<file path="config.mk">
export PLATFORM = sky130hd
export DESIGN_NAME = reg_share_sched
export DESIGN_NICKNAME = d
export VERILOG_FILES = /design/src/rtl/reg_share_sched.sv
export SDC_FILE = /design/constraint.sdc
export NUM_CORES = 1
export LEC_CHECK = 0
export ABC_CLOCK_PERIOD_IN_PS = 5550
export BUFFER_PORTS_ARGS = -buffer_cell sky130_fd_sc_hd__buf_2
export CAP_MARGIN = 20
export CORE_MARGIN = 2
export CORE_UTILIZATION = 55
export CTS_BUF_LIST = sky130_fd_sc_hd__clkbuf_8
export DETAILED_ROUTE_END_ITERATION = 8
export HOLD_SLACK_MARGIN = 0.15
export PLACE_DENSITY = 0.87
export SLEW_MARGIN = 20
export SYNTH_ARGS = -nofsm -noshare
export SYNTH_HDL_FRONTEND = slang
export SYNTH_SLANG_ARGS = --single-unit
</file>
<file path="constraint.sdc">
create_clock -name Clk -period 5.55 [get_ports Clk]
set_input_delay 1.3875 -clock Clk [delete_from_list [all_inputs] [get_ports Clk]]
set_output_delay 1.3875 -clock Clk [all_outputs]
set_load 0.02 [all_outputs]
</file>
<file path="src/rtl/reg_share_sched.sv">
// Round-robin scheduler sharing one clocked datapath unit among N_REQ requesters.
// Define REG_SHARE_SCHED_CNT_EN to add the saturating Xfer_Cnt completion counter.
module reg_share_sched #(
    parameter int N_REQ = 3,
    parameter int WIDTH = 6,
    parameter int LAT   = 1
) (
    input  logic                   Clk,
    input  logic                   Rst_n,
    input  logic [N_REQ-1:0]       Req,
    input  logic [N_REQ*WIDTH-1:0] Data,
    output logic [N_REQ-1:0]       Gnt,
    output logic [N_REQ-1:0]       Done,
    output logic [WIDTH-1:0]       Result,
    output logic                   Busy,
    output logic [WIDTH-1:0]       Dp_In,
    input  logic [WIDTH-1:0]       Dp_Out
`ifdef REG_SHARE_SCHED_CNT_EN
    ,
    output logic [7:0]             Xfer_Cnt
`endif
);

    localparam int IW = (N_REQ > 1) ? $clog2(N_REQ) : 1;
    localparam int CW = $clog2(LAT + 1);

    typedef enum logic [1:0] {
        IDLE = 2'd0,
        RUN  = 2'd1,
        DONE = 2'd2
    } state_t;

    state_t             state_q, state_d;
    logic [IW-1:0]      gidx_q, gidx_d;
    logic [IW-1:0]      ptr_q, ptr_d;
    logic [CW-1:0]      cnt_q, cnt_d;
    logic [N_REQ-1:0]   gnt_q, gnt_d;
    logic [N_REQ-1:0]   done_q, done_d;
    logic [WIDTH-1:0]   result_q, result_d;
    logic [WIDTH-1:0]   dpin_q, dpin_d;
    logic [7:0]         xfer_q, xfer_d;

    logic               sel_vld;
    logic [IW-1:0]      sel_idx;

    function automatic logic [IW-1:0] next_idx(input logic [IW-1:0] k);
        if (int'(k) == N_REQ - 1) return '0;
        return IW'(int'(k) + 1);
    endfunction

    function automatic logic [N_REQ-1:0] onehot(input logic [IW-1:0] k);
        return {{(N_REQ-1){1'b0}}, 1'b1} << k;
    endfunction

    // Scan downward so the set bit closest at/after the pointer wins.
    always_comb begin
        sel_vld = 1'b0;
        sel_idx = '0;
        for (int i = N_REQ - 1; i >= 0; i--) begin
            int j;
            j = (int'(ptr_q) + i) % N_REQ;
            if (Req[j]) begin
                sel_vld = 1'b1;
                sel_idx = IW'(j);
            end
        end
    end

    always_comb begin
        state_d  = state_q;
        gidx_d   = gidx_q;
        ptr_d    = ptr_q;
        cnt_d    = cnt_q;
        gnt_d    = gnt_q;
        done_d   = '0;
        result_d = result_q;
        dpin_d   = dpin_q;
        xfer_d   = xfer_q;
        case (state_q)
            IDLE: begin
                if (sel_vld) begin
                    gidx_d  = sel_idx;
                    gnt_d   = onehot(sel_idx);
                    dpin_d  = Data[int'(sel_idx)*WIDTH +: WIDTH];
                    cnt_d   = '0;
                    state_d = RUN;
                end
            end
            RUN: begin
                // A dropped request abandons the transaction silently.
                if (!Req[gidx_q]) begin
                    gnt_d   = '0;
                    ptr_d   = next_idx(gidx_q);
                    state_d = IDLE;
                end else if (cnt_q == CW'(LAT)) begin
                    result_d = Dp_Out;
                    done_d   = onehot(gidx_q);
                    gnt_d    = '0;
                    ptr_d    = next_idx(gidx_q);
                    state_d  = DONE;
                    if (xfer_q != 8'hFF) xfer_d = xfer_q + 8'd1;
                end else begin
                    cnt_d = cnt_q + CW'(1);
                end
            end
            DONE: begin
                state_d = IDLE;
            end
            default: begin
                state_d = IDLE;
            end
        endcase
    end

    always_ff @(posedge Clk or negedge Rst_n) begin
        if (!Rst_n) begin
            state_q  <= IDLE;
            gidx_q   <= '0;
            ptr_q    <= '0;
            cnt_q    <= '0;
            gnt_q    <= '0;
            done_q   <= '0;
            result_q <= '0;
            dpin_q   <= '0;
            xfer_q   <= '0;
        end else begin
            state_q  <= state_d;
            gidx_q   <= gidx_d;
            ptr_q    <= ptr_d;
            cnt_q    <= cnt_d;
            gnt_q    <= gnt_d;
            done_q   <= done_d;
            result_q <= result_d;
            dpin_q   <= dpin_d;
            xfer_q   <= xfer_d;
        end
    end

    assign Gnt    = gnt_q;
    assign Done   = done_q;
    assign Result = result_q;
    assign Dp_In  = dpin_q;
    assign Busy   = (state_q != IDLE);

`ifdef REG_SHARE_SCHED_CNT_EN
    assign Xfer_Cnt = xfer_q;
`else
    logic unused_xfer;
    assign unused_xfer = ^xfer_q;
`endif

endmodule

</file>
# After elaboration in Yosys (flattened, before gate mapping)
# Cells that the tools add are included.
[totals]
ff_bits = 25
input_bits = 29
output_inout_bits = 19
[op_classes]
add_sub_neg = 4
multipliers = 1
div = 3
order_cmp = 4
n_eq_ne = 6
shift = 3
mux = 43
reduce_logical = 9
[ops]
columns = ["cell", "count"]
rows = [
  ["< comparator 32 x 4 -> 1 bit, second input constant", 3],
  ["remainder unit 32 x 3 -> 32 bit, second input constant", 2],
  ["remainder unit 3 x 3 -> 32 bit, second input constant", 1],
  ["2-to-1 mux 2 bit", 11],
  ["2-to-1 mux 1 bit", 19],
  ["2-to-1 mux 3 bit", 6],
  ["indexed part select 18 x 6 -> 6 bit", 1],
  ["AND reduction 3 bit", 3],
  ["binary-select mux 1 bit (select 2 bit)", 4],
  ["!= test 2 bit, second input constant", 3],
  ["one-hot mux 3 bit (2 select lines)", 1],
  ["AND reduction 2 bit", 3],
  ["left shift 1 x 2 -> 3 bit, first input constant", 2],
  ["multiplier 2 x 2 -> 4 bit, second input constant", 1],
  ["one-hot mux 2 bit (2 select lines)", 1],
  ["nonzero test 2 bit", 2],
  ["adder 2 x 1 -> 3 bit, second input constant", 1],
  ["adder 2 x 2 -> 3 bit, second input constant", 1],
  ["< comparator 2 x 3 -> 1 bit, second input constant", 1],
  ["!= test 3 bit, second input constant", 1],
  ["adder 2 x 1 -> 2 bit, second input constant", 1],
  ["equality test 2 x 1 -> 1 bit, second input constant", 1],
  ["equality test 2 bit, second input constant", 1],
  ["zero test 2 bit", 1],
  ["other kinds (2)", 2],
]

# Logic depth before layout (Yosys ltp)
# Gate-level depths: netlist of the first run.
[depth]
word_depth = 11
mapped_depth = 10
ltp_nobuf = 8

# Least setup slack after synthesis of the first run
# OpenSTA, ideal clock, no wires.
[synth_timing]
path_kind = "input port to flip-flop"
startpoint = "input port Req[0]"
endpoint = "register dpin_q[5] (netlist: Dp_In[5])"
setup_time_ns = 0.131
t_arrival_ns = 2.534
required_ns = 5.419
slack_ns = 2.885
stages = 7
cell_sequence = "a21bo_1 > o22ai_2 > nor4b_2 > or3_1 > buf_6 > mux2i_1 > o211ai_1"
[synth_via]
elab_chain_cells = 8
elab_cells_between_ends = 18
classes_between = "mul (1); shift (1); mux (15); reduce/logical (1)"
[synth_lines]
columns = ["element", "line_no", "text"]
rows = [
  ["from (decl)", "10", "input logic [N_REQ-1:0] Req,"],
  ["binary-select mux 1 bit (select 2 bit)", "62", "if (Req[j]) begin"],
  ["2-to-1 mux 1 bit (not written as such) (2 in a row)", "62", ""],
  ["2-to-1 mux 2 bit (3 in a row)", "62", ""],
  ["multiplier 2 x 2 -> 4 bit", "84", "dpin_d = Data[int'(sel_idx)*WIDTH +: WIDTH];"],
  ["indexed part select 18 x 6 -> 6 bit", "84", ""],
  ["to (signal assigned)", "134", "dpin_q <= dpin_d;"],
  ["to (decl)", "40", "logic [WIDTH-1:0] dpin_q, dpin_d;"],
]
# Parallel ways exist; a longest one is shown, timed or not. The select of a mux whose other input is x is not followed.
# A chain may end at the register's enable or synchronous reset.

# Worst setup path after layout of the first run
[layout_timing]
startpoint = "input port Req[1]"
endpoint = "register dpin_q[3] (netlist: Dp_In[3])"
# The elaborated chain is that of the path after synthesis.

==> run_results.csv, run 1 <==
group,metric,value,unit
timing,rsz0062_at_grt,"no",
timing,period_share,0.519,
power_and_ir_drop,power.total,969,uW
run_status,status,"finished, final reports clean",
synth,syn-instance-count,131,
synth,synth_edf_count,0,
synth,synth_top_area_cell,"dfrtp_1",
power_and_ir_drop,pwr-share-comb,0.575,
final_layout,n_antenna_cell,0,
synth,synth_ff_type,"dfrtp_1",
critical_path,worstPathArrival,3.07,ns
final_layout,final_cells,203,
floorplan,fp.dieH,53.2,um
timing,finalClockSkew,0.00935,ns
synth,synthesis.nets,163,
global_route,antenna_found_initial,0,
global_route,grt_pass1_vias,1031,
final_layout,ff_latch_area,626,um^2
placement,gp_congestion,0.699,
detailed_routing,dr_total_vias,1128,
synth,avgSynthCellArea,10.2,um^2
global_route,grt_usage,0.234,
clock_network,cts_tree,"yes",
placement,dp_hpwl,2.22,mm
final_layout,nFillCells,170,
synth,yosysWarningCount,0,
final_layout,syn_to_final_growth,20.3,%
synth,synth_top_area_frac,0.470,
critical_path,required,5.74,ns
critical_path,critPathCaptureType,"register",
synth,ys_ff_latch,25,
timing,max_freq,347,MHz
power_and_ir_drop,seq_power_share,0.315,
detailed_routing,drtIter0Drc,14,
timing,setup_violations,0,
timing,hold_violations,0,
clock_network,cts-resized-gates,0,
clock_network,clk_pin_slew,0.09,ns
clock_network,clkSinkCount,25,
clock_network,cts_buffers,3,
detailed_routing,ant_nets,0,
critical_path,critical_path_class,"input port to register",
timing,setup_tns,0,ns
final_layout,multi_input_area,633,um^2
synth,synth-seq-area-share,0.470,
timing,slew_headroom,0.544,
timing,fin_crit,2.88,ns
clock_network,htreeDepth,1,
power_and_ir_drop,p_switching,443,uW
power_and_ir_drop,power_density,606,mW/mm^2
synth,synth_area,0.00133,mm^2
clock_network,clk_latency,0.27,ns
critical_path,cp-start-kind,"input port",
floorplan,rows,17,
timing,whs,0.496,ns
power_and_ir_drop,p_int,527,uW
floorplan,initial_utilization,0.590,
synth,ys_top_cells_by_area,"dfrtp_1 (47%), mux2_2 (5.9%), nand2_1 (5.4%), mux2i_1 (5.3%), o211ai_1 (3.4%)",
placement,numPortBuffers,47,
final_layout,layout_commonest_cell,"buf_2",
hold_path,hp-class,"register to register",
run,max_cap_viol_count,0,
placement,dp_cells,199,
floorplan,pin_count,48,
power_and_ir_drop,p_leak,0.000843,uW
critical_path,crit_fanout,11,
detailed_routing,drtPass1Iterations,4,
floorplan,die_area,0.00283,mm^2
detailed_routing,drc,0,
clock_network,cts_root_buf,"clkbuf_8",
final_layout,fin_util,0.710,
timing,drv_slew,0,
synth,post_synth_num_cell_types,37,
clock_network,cts-hold-fix-buffers,0,
global_route,grt_max_degree,26,
power_and_ir_drop,p_sw_frac,0.457,
detailed_routing,avgRoutedWirePerCell,14.5,um
floorplan,chipWidth,53.2,um
power_and_ir_drop,ir_worst_vdd,387,uV
global_route,grt.overflow.total,0,
floorplan,core,0.00225,mm^2
clock_network,cts_setup_buffers,0,
final_layout,drive_above_1_share,0.366,
detailed_routing,viasPerCell,5.56,
global_route,grt_pass1_wl,4.69,mm
power_and_ir_drop,clockPowerShare,0.110,
critical_path,rrSetupSlack,3.06,ns
final_layout,final_cell_mix,"buf_2 (47), dfrtp_1 (25), nand2_1 (19)",
clock_network,clockBufferDepth,2,
synth,async_reset_ff_frac,1.00,
timing,worstMarginPinSlew,0.681,ns
detailed_routing,drt_wl_total,2.94,mm
final_layout,fin_nets,208,
routing by layer:
metal / share of wire / wire (um) / track usage
met5: 0 / 0 / 0
met4: 0.023 / 69 / 0.103
met3: 0.034 / 101 / 0.0395
met2: 0.51 / 1500 / 0.373
met1: 0.43 / 1270 / 0.312
cell usage after synthesis (2+ instances only):
cell type / instances
a21o_1: 2
a21oi_1: 5
and2_1: 2
buf_2: 2
buf_6: 2
clkbuf_1: 2
dfrtp_1: 25
ha_1: 3
inv_1: 7
mux2_2: 7
mux2i_1: 7
nand2_1: 19
nand2b_1: 2
nand3_1: 7
nand4b_1: 2
nor2_1: 2
nor2b_1: 2
o211ai_1: 6
o21ai_0: 8
or2_2: 2
worst paths after layout:
path / from / end / depth (start not counted)
setup / recovery: Req[1] / Dp_In[3]$_DFFE_PN0P_ / 7
hold / removal: Gnt[1]$_DFFE_PN0P_ / Gnt[1]$_DFFE_PN0P_ / 1
setup reg to reg: ptr_q[1]$_DFFE_PN0P_ / Dp_In[3]$_DFFE_PN0P_ / 8
hold reg to reg: Gnt[1]$_DFFE_PN0P_ / Gnt[1]$_DFFE_PN0P_ / 1
max in group asynchronous: Rst_n / ptr_q[0]$_DFFE_PN0P_ / 1
min in group asynchronous: Rst_n / cnt_q$_DFFE_PN0P_ / 1
layout make-up:
cell class / instances / share of cell area
Timing Repair Buffer: 47 / 0.147
Clock buffer: 3 / 0.0258
Inverter: 7 / 0.0164
Sequential cell: 25 / 0.391
Clock inverter: 1 / 0.00235
Tap cell: 28 / 0.0219
Multi-Input combinational cell: 92 / 0.396
power by group through the flow:
| stage | registers, uW | clock network, uW | logic, uW |
|---|---|---|---|
| after floorplan | 369 | 0 | 367 |
| after global placement | 304 | 0 | 526 |
| after detailed placement | 310 | 0 | 552 |
| after CTS | 306 | 107 | 555 |
| after global routing | 314 | 115 | 612 |
| final | 305 | 107 | 558 |
per-stage QoR:
stage | setup slack, ns | instance area [um^2]
finish | 2.67 | 1600
global route | 2.49 | 1600
CTS | 2.69 | 1600
detailed placement | 2.43 | 1560
global placement | 2.59 | 1560
floorplan | 2.89 | 1330
sequential cells by signal, summed over array words and instances, names as in the netlist:
register / count
ptr_q: 2
Dp_In: 6
Gnt: 3
Done: 3
Result: 6
state_q: 2
cnt_q: 1
gidx_q: 2
critical path, cell delays in order:
cell and delay (ns):
buf_2 0.15, nand2_2 0.06, a21o_1 0.20, nor4b_2 0.17
nor2_1 0.53, nand2b_1 0.31, o211ai_1 0.26
logic make-up after synthesis:
family	count (synthesis)	share of synthesized area
flops	25	0.470
fa+ha+maj	4	0.0358
buf+inv	14	0.0536
compound gates	28	0.143
mux	14	0.112
simple gates	46	0.185
(Power assumes the default switching activity.)
==> inputs of run 2 (changes only) <==
--- a/config.mk
+++ b/config.mk
@@ -5,15 +5,15 @@
 export SDC_FILE = /design/constraint.sdc
 export NUM_CORES = 1
 export LEC_CHECK = 0
-export ABC_CLOCK_PERIOD_IN_PS = 5550
+export ABC_CLOCK_PERIOD_IN_PS = 2580
 export BUFFER_PORTS_ARGS = -buffer_cell sky130_fd_sc_hd__buf_2
 export CAP_MARGIN = 20
 export CORE_MARGIN = 2
-export CORE_UTILIZATION = 55
+export CORE_UTILIZATION = 46
 export CTS_BUF_LIST = sky130_fd_sc_hd__clkbuf_8
 export DETAILED_ROUTE_END_ITERATION = 8
 export HOLD_SLACK_MARGIN = 0.15
-export PLACE_DENSITY = 0.87
+export PLACE_DENSITY = 0.78
 export SLEW_MARGIN = 20
 export SYNTH_ARGS = -nofsm -noshare
 export SYNTH_HDL_FRONTEND = slang
==> constraint.sdc (replaced) <==
create_clock -name Clk -period 2.58 [get_ports Clk]
set_input_delay 0.645 -clock Clk [delete_from_list [all_inputs] [get_ports Clk]]
set_output_delay 0.645 -clock Clk [all_outputs]
set_load 0.02 [all_outputs]
==> run 2 against run 1 <==
Effect of this change: wire length decreased by 0.54%; worst hold slack got worse by 0.14 ns; sequential power grew 120%; flip-flop and latch count unchanged; count of clock-buffer cells in the layout did not move; via count rose by 1.3%; power is 120% higher; critical path depth increased by 1.
==> run_results.csv, run 2 (synthesis gave the netlist of run 1 again) <==
group,metric,value,unit
final_layout,final_cells,206,
final_layout,final_cell_mix,"buf_2 (47), dfrtp_1 (25), nand2_1 (19)",
critical_path,cpMaxStageDelayCell,"or3_4",
placement,dp_hpwl,2.17,mm
critical_path,r2r_cells,8,
critical_path,worstPathArrival,2.39,ns
critical_path,critical_path.top_delay_family,"simple AND/OR/NAND/NOR gates",
placement,dp_cells,202,
critical_path,crit_fanout,11,
clock_network,cts_tree,"yes",
floorplan,initial_utilization,0.482,
critical_path,required,2.76,ns
detailed_routing,ant_nets,0,
critical_path,cp.depth,8,
run_status,status,"finished, final reports clean",
timing,finalClockSkew,0.00210,ns
critical_path,rrSetupSlack,0.37,ns
power_and_ir_drop,p_leak,0.000844,uW
clock_network,cts-resized-gates,0,
detailed_routing,drtPass1Iterations,4,
clock_network,cts-hold-fix-buffers,0,
critical_path,path_buf_inv,1,
critical_path,r2r_end,"Dp_In[5]$_DFFE_PN0P_",
critical_path,critical_path_class,"register to register",
final_layout,drive_above_1_share,0.377,
clock_network,cts_buffers,3,
final_layout,nFillCells,249,
run,max_cap_viol_count,0,
timing,max_freq,452,MHz
placement,gp_congestion,0.843,
global_route,grt_pass1_vias,1092,
floorplan,rows,19,
floorplan,core,0.00276,mm^2
hold_path,hp-class,"input port to asynchronous set/reset pin",
global_route,grt_usage,0.188,
critical_path,cp_cell_sequence,"inv_1 > ha_1 > nand2b_1 > a21o_1 > nor4b_2 > or3_4 > mux2i_1 > o211ai_1",
final_layout,ff_latch_area,626,um^2
critical_path,critPathCaptureType,"register",
timing,period_share,0.858,
detailed_routing,viasPerCell,5.55,
timing,rsz0062_at_grt,"no",
placement,place_area,0.00156,mm^2
critical_path,cp-start-kind,"register",
detailed_routing,drtIter0Drc,67,
detailed_routing,dr_total_vias,1143,
global_route,grt_pass1_wl,4.89,mm
detailed_routing,drc,0,
final_layout,layout_commonest_cell,"buf_2",
global_route,antenna_found_initial,0,
timing,fin_crit,2.21,ns
clock_network,htreeDepth,1,
clock_network,cts_setup_buffers,0,
clock_network,clk_pin_slew,0.08,ns
floorplan,pin_count,48,
final_layout,n_antenna_cell,0,
floorplan,die_area,0.00334,mm^2
power_and_ir_drop,ir_worst_vdd,823,uV
final_layout,fin_nets,208,
power_and_ir_drop,power_density,1300,mW/mm^2
floorplan,fp.dieH,57.8,um
clock_network,cts_root_buf,"clkbuf_8",
critical_path,crit_start,"ptr_q[1]$_DFFE_PN0P_",
power_and_ir_drop,power.total,2090,uW
critical_path,timing.rr.start,"ptr_q[1]$_DFFE_PN0P_",
timing,setup_tns,0,ns
floorplan,chipWidth,57.8,um
detailed_routing,avgRoutedWirePerCell,14.2,um
global_route,grt.overflow.total,0,
timing,hold_violations,0,
timing,slew_headroom,0.636,
timing,drv_slew,0,
timing,worstMarginPinSlew,0.546,ns
final_layout,finalInstanceArea,0.00161,mm^2
timing,setup_violations,0,
final_layout,multi_input_area,641,um^2
global_route,grt_max_degree,26,
detailed_routing,drt_wl_total,2.93,mm
timing,whs,0.355,ns
clock_network,clk_latency,0.26,ns
placement,numPortBuffers,47,
critical_path,max_stage_delay,0.47,ns
clock_network,clkSinkCount,25,
final_layout,syn_to_final_growth,21.2,%
clock_network,clockBufferDepth,2,
-- run 2: cell counts in the layout (fill, tap and decap cells not counted) --
Identical to the previous run, type by type.
-- run 2: worst max-delay path by stage --
stage | end
after floorplan | Dp_In[5]$_DFFE_PN0P_
after detailed placement | Dp_In[5]$_DFFE_PN0P_
after global routing | Dp_In[4]$_DFFE_PN0P_
after global placement | Dp_In[5]$_DFFE_PN0P_
final | Dp_In[5]$_DFFE_PN0P_
after CTS | Dp_In[5]$_DFFE_PN0P_
-- run 2: routing by layer --
layer | global-route usage | vias to the layer above | share of wire
met3 | 0.0313 | 2 | 0.047
li1 | - | 548 | -
met4 | 0.0598 | 0 | 0.0068
met1 | 0.250 | 561 | 0.41
met5 | 0 | - | 0
met2 | 0.315 | 32 | 0.53
-- run 2: final cells by class --
class | instances | share of cell area
timing repair buffer | 47 | 0.146
clock inverter | 1 | 0.00233
sequential | 25 | 0.388
clock buffer | 3 | 0.0256
multi-input combinational | 92 | 0.398
tap | 31 | 0.0241
inverter | 7 | 0.0163
-- run 2: worst register-to-register path, stage by stage (launching register included) --
cell and delay, ns:
dfrtp_1 0.39, inv_1 0.06, ha_1 0.29, nand2b_1 0.21, a21o_1 0.18, nor4b_2 0.18
or3_4 0.47, mux2i_1 0.15, o211ai_1 0.19
-- run 2: through the flow --
step | worst slack [ns] | util
after detailed placement | 0.209 | 0.565
after CTS | 0.183 | 0.582
after global placement | 0.334 | 0.565
after floorplan | 0.568 | -
final | 0.368 | 0.584
after global routing | 0.0931 | 0.584
-- run 2: power breakdown --
part           switching [uW]  leakage [uW]  total (uW)  internal, uW
sequential                104      0.000316         664           560
combinational             724      0.000502        1200           477
clock                     118     0.0000269         224           106
total                     946      0.000844        2090          1140
==> inputs of run 3 (changes only) <==
--- a/config.mk
+++ b/config.mk
@@ -5,11 +5,12 @@
 export SDC_FILE = /design/constraint.sdc
 export NUM_CORES = 1
 export LEC_CHECK = 0
+export ABC_AREA = 1
 export ABC_CLOCK_PERIOD_IN_PS = 2580
 export BUFFER_PORTS_ARGS = -buffer_cell sky130_fd_sc_hd__buf_2
 export CAP_MARGIN = 20
 export CORE_MARGIN = 2
-export CORE_UTILIZATION = 46
+export CORE_UTILIZATION = 47
 export CTS_BUF_LIST = sky130_fd_sc_hd__clkbuf_8
 export DETAILED_ROUTE_END_ITERATION = 8
 export HOLD_SLACK_MARGIN = 0.15
==> run 3 against run 2 <==
Effect of this change: die area up 6.7%; clock power up 5%; sequential power down 1%; utilization up 0.14 points; count of clock-buffer cells in the layout unchanged; combinational power up 23%; critical path type unchanged.
==> run_results.csv, run 3 <==
group,metric,value,unit
clock_network,cts_tree,"yes",
detailed_routing,dr_total_vias,1376,
synth,async_reset_ff_frac,1.00,
critical_path,cp_cell_sequence,"inv_1 > ha_1 > inv_2 > nand2_2 > nand3_2 > a21oi_2 > o21ai_2 > o21ai_0 > inv_1 > a21oi_1",
power_and_ir_drop,p_switching,1210,uW
critical_path,critical_path_class,"register to register",
critical_path,required,2.74,ns
critical_path,crit_fanout,15,
floorplan,chipWidth,59.7,um
critical_path,cpMostUsedCell,"inv_1",
run,max_cap_viol_count,0,
critical_path,critical_path.top_delay_family,"compound AO/OA/AOI/OAI gates",
placement,place_area,0.00171,mm^2
clock_network,clk_pin_slew,0.09,ns
global_route,grtUsageMet3,0.0260,
critical_path,cpMaxStageDelayCell,"o21ai_2",
power_and_ir_drop,pwr-share-comb,0.623,
clock_network,cts-resized-gates,0,
final_layout,n_antenna_cell,0,
clock_network,clk_latency,0.27,ns
floorplan,initial_utilization,0.485,
clock_network,cts-hold-fix-buffers,0,
global_route,use_met2,0.312,
hold_path,hp-class,"input port to asynchronous set/reset pin",
synth,ys_ff_latch,25,
synth,post_synth_num_cell_types,24,
floorplan,rows,20,
synth,synth_top_area_frac,0.430,
detailed_routing,viasPerCell,4.93,
global_route,grt_pass1_vias,1248,
critical_path,cp-start-kind,"register",
detailed_routing,drtPass1Iterations,4,
timing,worstMarginPinSlew,0.552,ns
clock_network,htreeDepth,1,
timing,period_share,0.784,
final_layout,finalInstanceArea,0.00176,mm^2
final_layout,syn_to_final_growth,20.8,%
timing,hold_violations,0,
detailed_routing,avgRoutedWirePerCell,10.8,um
floorplan,fp.dieH,59.7,um
global_route,antenna_found_initial,0,
power_and_ir_drop,p_int,1150,uW
final_layout,multi_input_area,648,um^2
timing,drv_slew,0,
timing,slew_headroom,0.632,
timing,max_freq,495,MHz
floorplan,die_area,0.00356,mm^2
synth,synthMostInstantiatedCell,"nand2_1",
synth,syn-instance-count,197,
power_and_ir_drop,seq_power_share,0.278,
synth,synth-seq-area-share,0.430,
synth,synthesis.nets,229,
detailed_routing,drt_wl_total,3.02,mm
timing,setup_violations,0,
critical_path,path_buf_inv,3,
placement,numPortBuffers,47,
final_layout,nFillCells,287,
synth,synth_area,0.00146,mm^2
timing,fin_crit,2.02,ns
timing,finalClockSkew,0.000963,ns
run_status,status,"finished, final reports clean",
placement,dp_hpwl,2.36,mm
floorplan,pin_count,48,
power_and_ir_drop,power.total,2360,uW
final_layout,drive_above_1_share,0.289,
synth,synth_ff_type,"dfrtp_1",
synth,ys_top_cells_by_area,"dfrtp_1 (43%), nand2_1 (13%), inv_1 (9.3%), nand3_1 (7.6%), nor2_1 (3.6%)",
power_and_ir_drop,clockPowerShare,0.099,
synth,synth_edf_count,0,
synth,avgSynthCellArea,7.39,um^2
final_layout,fin_nets,279,
detailed_routing,ant_nets,0,
power_and_ir_drop,power_density,1340,mW/mm^2
global_route,grt_busiest_layer,"met2",
power_and_ir_drop,p_sw_frac,0.511,
clock_network,cts_setup_buffers,0,
synth,synth.top_cells.by_count,"nand2_1 (51), inv_1 (36), dfrtp_1 (25)",
global_route,grt.overflow.total,0,
critical_path,critPathCaptureType,"register",
timing,rsz0062_at_grt,"no",
placement,gp_congestion,0.957,
global_route,grt_max_degree,26,
global_route,grt_usage,0.190,
critical_path,max_stage_delay,0.45,ns
detailed_routing,drtIter0Drc,98,
global_route,grtUsageMet1,0.256,
timing,setup_tns,0,ns
final_layout,ff_latch_area,626,um^2
synth,yosysWarningCount,0,
final_layout,final_cell_mix,"nand2_1 (51), buf_2 (47), inv_1 (36)",
critical_path,worstPathArrival,2.18,ns
clock_network,clkSinkCount,25,
power_and_ir_drop,ir_worst_vdd,514,uV
clock_network,cts_root_buf,"clkbuf_8",
clock_network,cts_buffers,3,
detailed_routing,drc,0,
final_layout,layout_commonest_cell,"nand2_1",
floorplan,core,0.00300,mm^2
synth,synth_top_area_cell,"dfrtp_1",
global_route,grt_pass1_wl,5.19,mm
clock_network,clockBufferDepth,2,
power_and_ir_drop,p_leak,0.00105,uW
-- run 3: cell count changes after synthesis, sizes merged, moves of 3 or more --
cell,change
o211ai,-5
inv,+35
o21ai,+8
mux2,-7
nor2,+13
mux2i,-7
clkbuf,-3
nand3,+18
nand2,+37
-- run 3: power groups by stage --
| stage | Combinational, uW | Sequential [uW] | Clock (uW) |
|---|---|---|---|
| after floorplan | 1020 | 788 | 0 |
| after global placement | 1440 | 654 | 0 |
| after detailed placement | 1470 | 664 | 0 |
| after CTS | 1480 | 656 | 239 |
| after global routing | 1680 | 674 | 261 |
| final | 1470 | 656 | 235 |
-- run 3: metrics by stage --
| stage | utilization | hold slack [ns] | worst slack [ns] | std cells |
|---|---|---|---|---|
| CTS | 0.586 | 0.369 | 0.541 | 279 |
| global placement | 0.570 | 0.449 | 0.637 | 275 |
| floorplan | - | 0.349 | 0.869 | 197 |
| global route | 0.586 | 0.388 | 0.339 | 279 |
| finish | 0.586 | 0.351 | 0.558 | 279 |
| detailed placement | 0.570 | 0.459 | 0.553 | 275 |
-- run 3: area by class of cell --
class / instances / share of cell area
inverters: 42 / 0.0910
repair buffers: 47 / 0.134
clock inverters: 1 / 0.00427
well taps: 33 / 0.0235
multi-input cells: 128 / 0.368
clock buffers: 3 / 0.0235
flip-flops and latches: 25 / 0.356
-- run 3: cell families (layout without fill, tap and decap cells) --
| logic type | after synthesis | after routing | share of synthesized area |
|---|---|---|---|
| DFF | 25 | 25 | 0.430 |
| and+or+nand+nor | 98 | 98 | 0.307 |
| adders and majority gates | 3 | 3 | 0.0258 |
| buffers and inverters | 44 | 93 | 0.125 |
| AOI/OAI and AO/OA | 27 | 27 | 0.113 |
-- run 3: worst paths after layout --
kind	start	to	slack, ns	cells past startpoint
worst max-delay path	ptr_q[0]$_DFFE_PN0P_	Dp_In[0]$_DFFE_PN0P_	0.56	10
worst min-delay path	Rst_n	Result[3]$_DFFE_PN0P_	0.35	1
worst max register to register	ptr_q[0]$_DFFE_PN0P_	Dp_In[0]$_DFFE_PN0P_	0.56	10
worst min register to register	Result[5]$_DFFE_PN0P_	Result[5]$_DFFE_PN0P_	0.48	2
max in group asynchronous	Rst_n	Dp_In[4]$_DFFE_PN0P_	1.87	1
min in group Clk	Result[5]$_DFFE_PN0P_	Result[5]$_DFFE_PN0P_	0.48	2
-- run 3: routing by layer --
layer | vias up | share of wire
li1 | 710 | -
met1 | 632 | 0.45
met2 | 29 | 0.50
met3 | 5 | 0.035
met4 | 0 | 0.015
met5 | - | 0
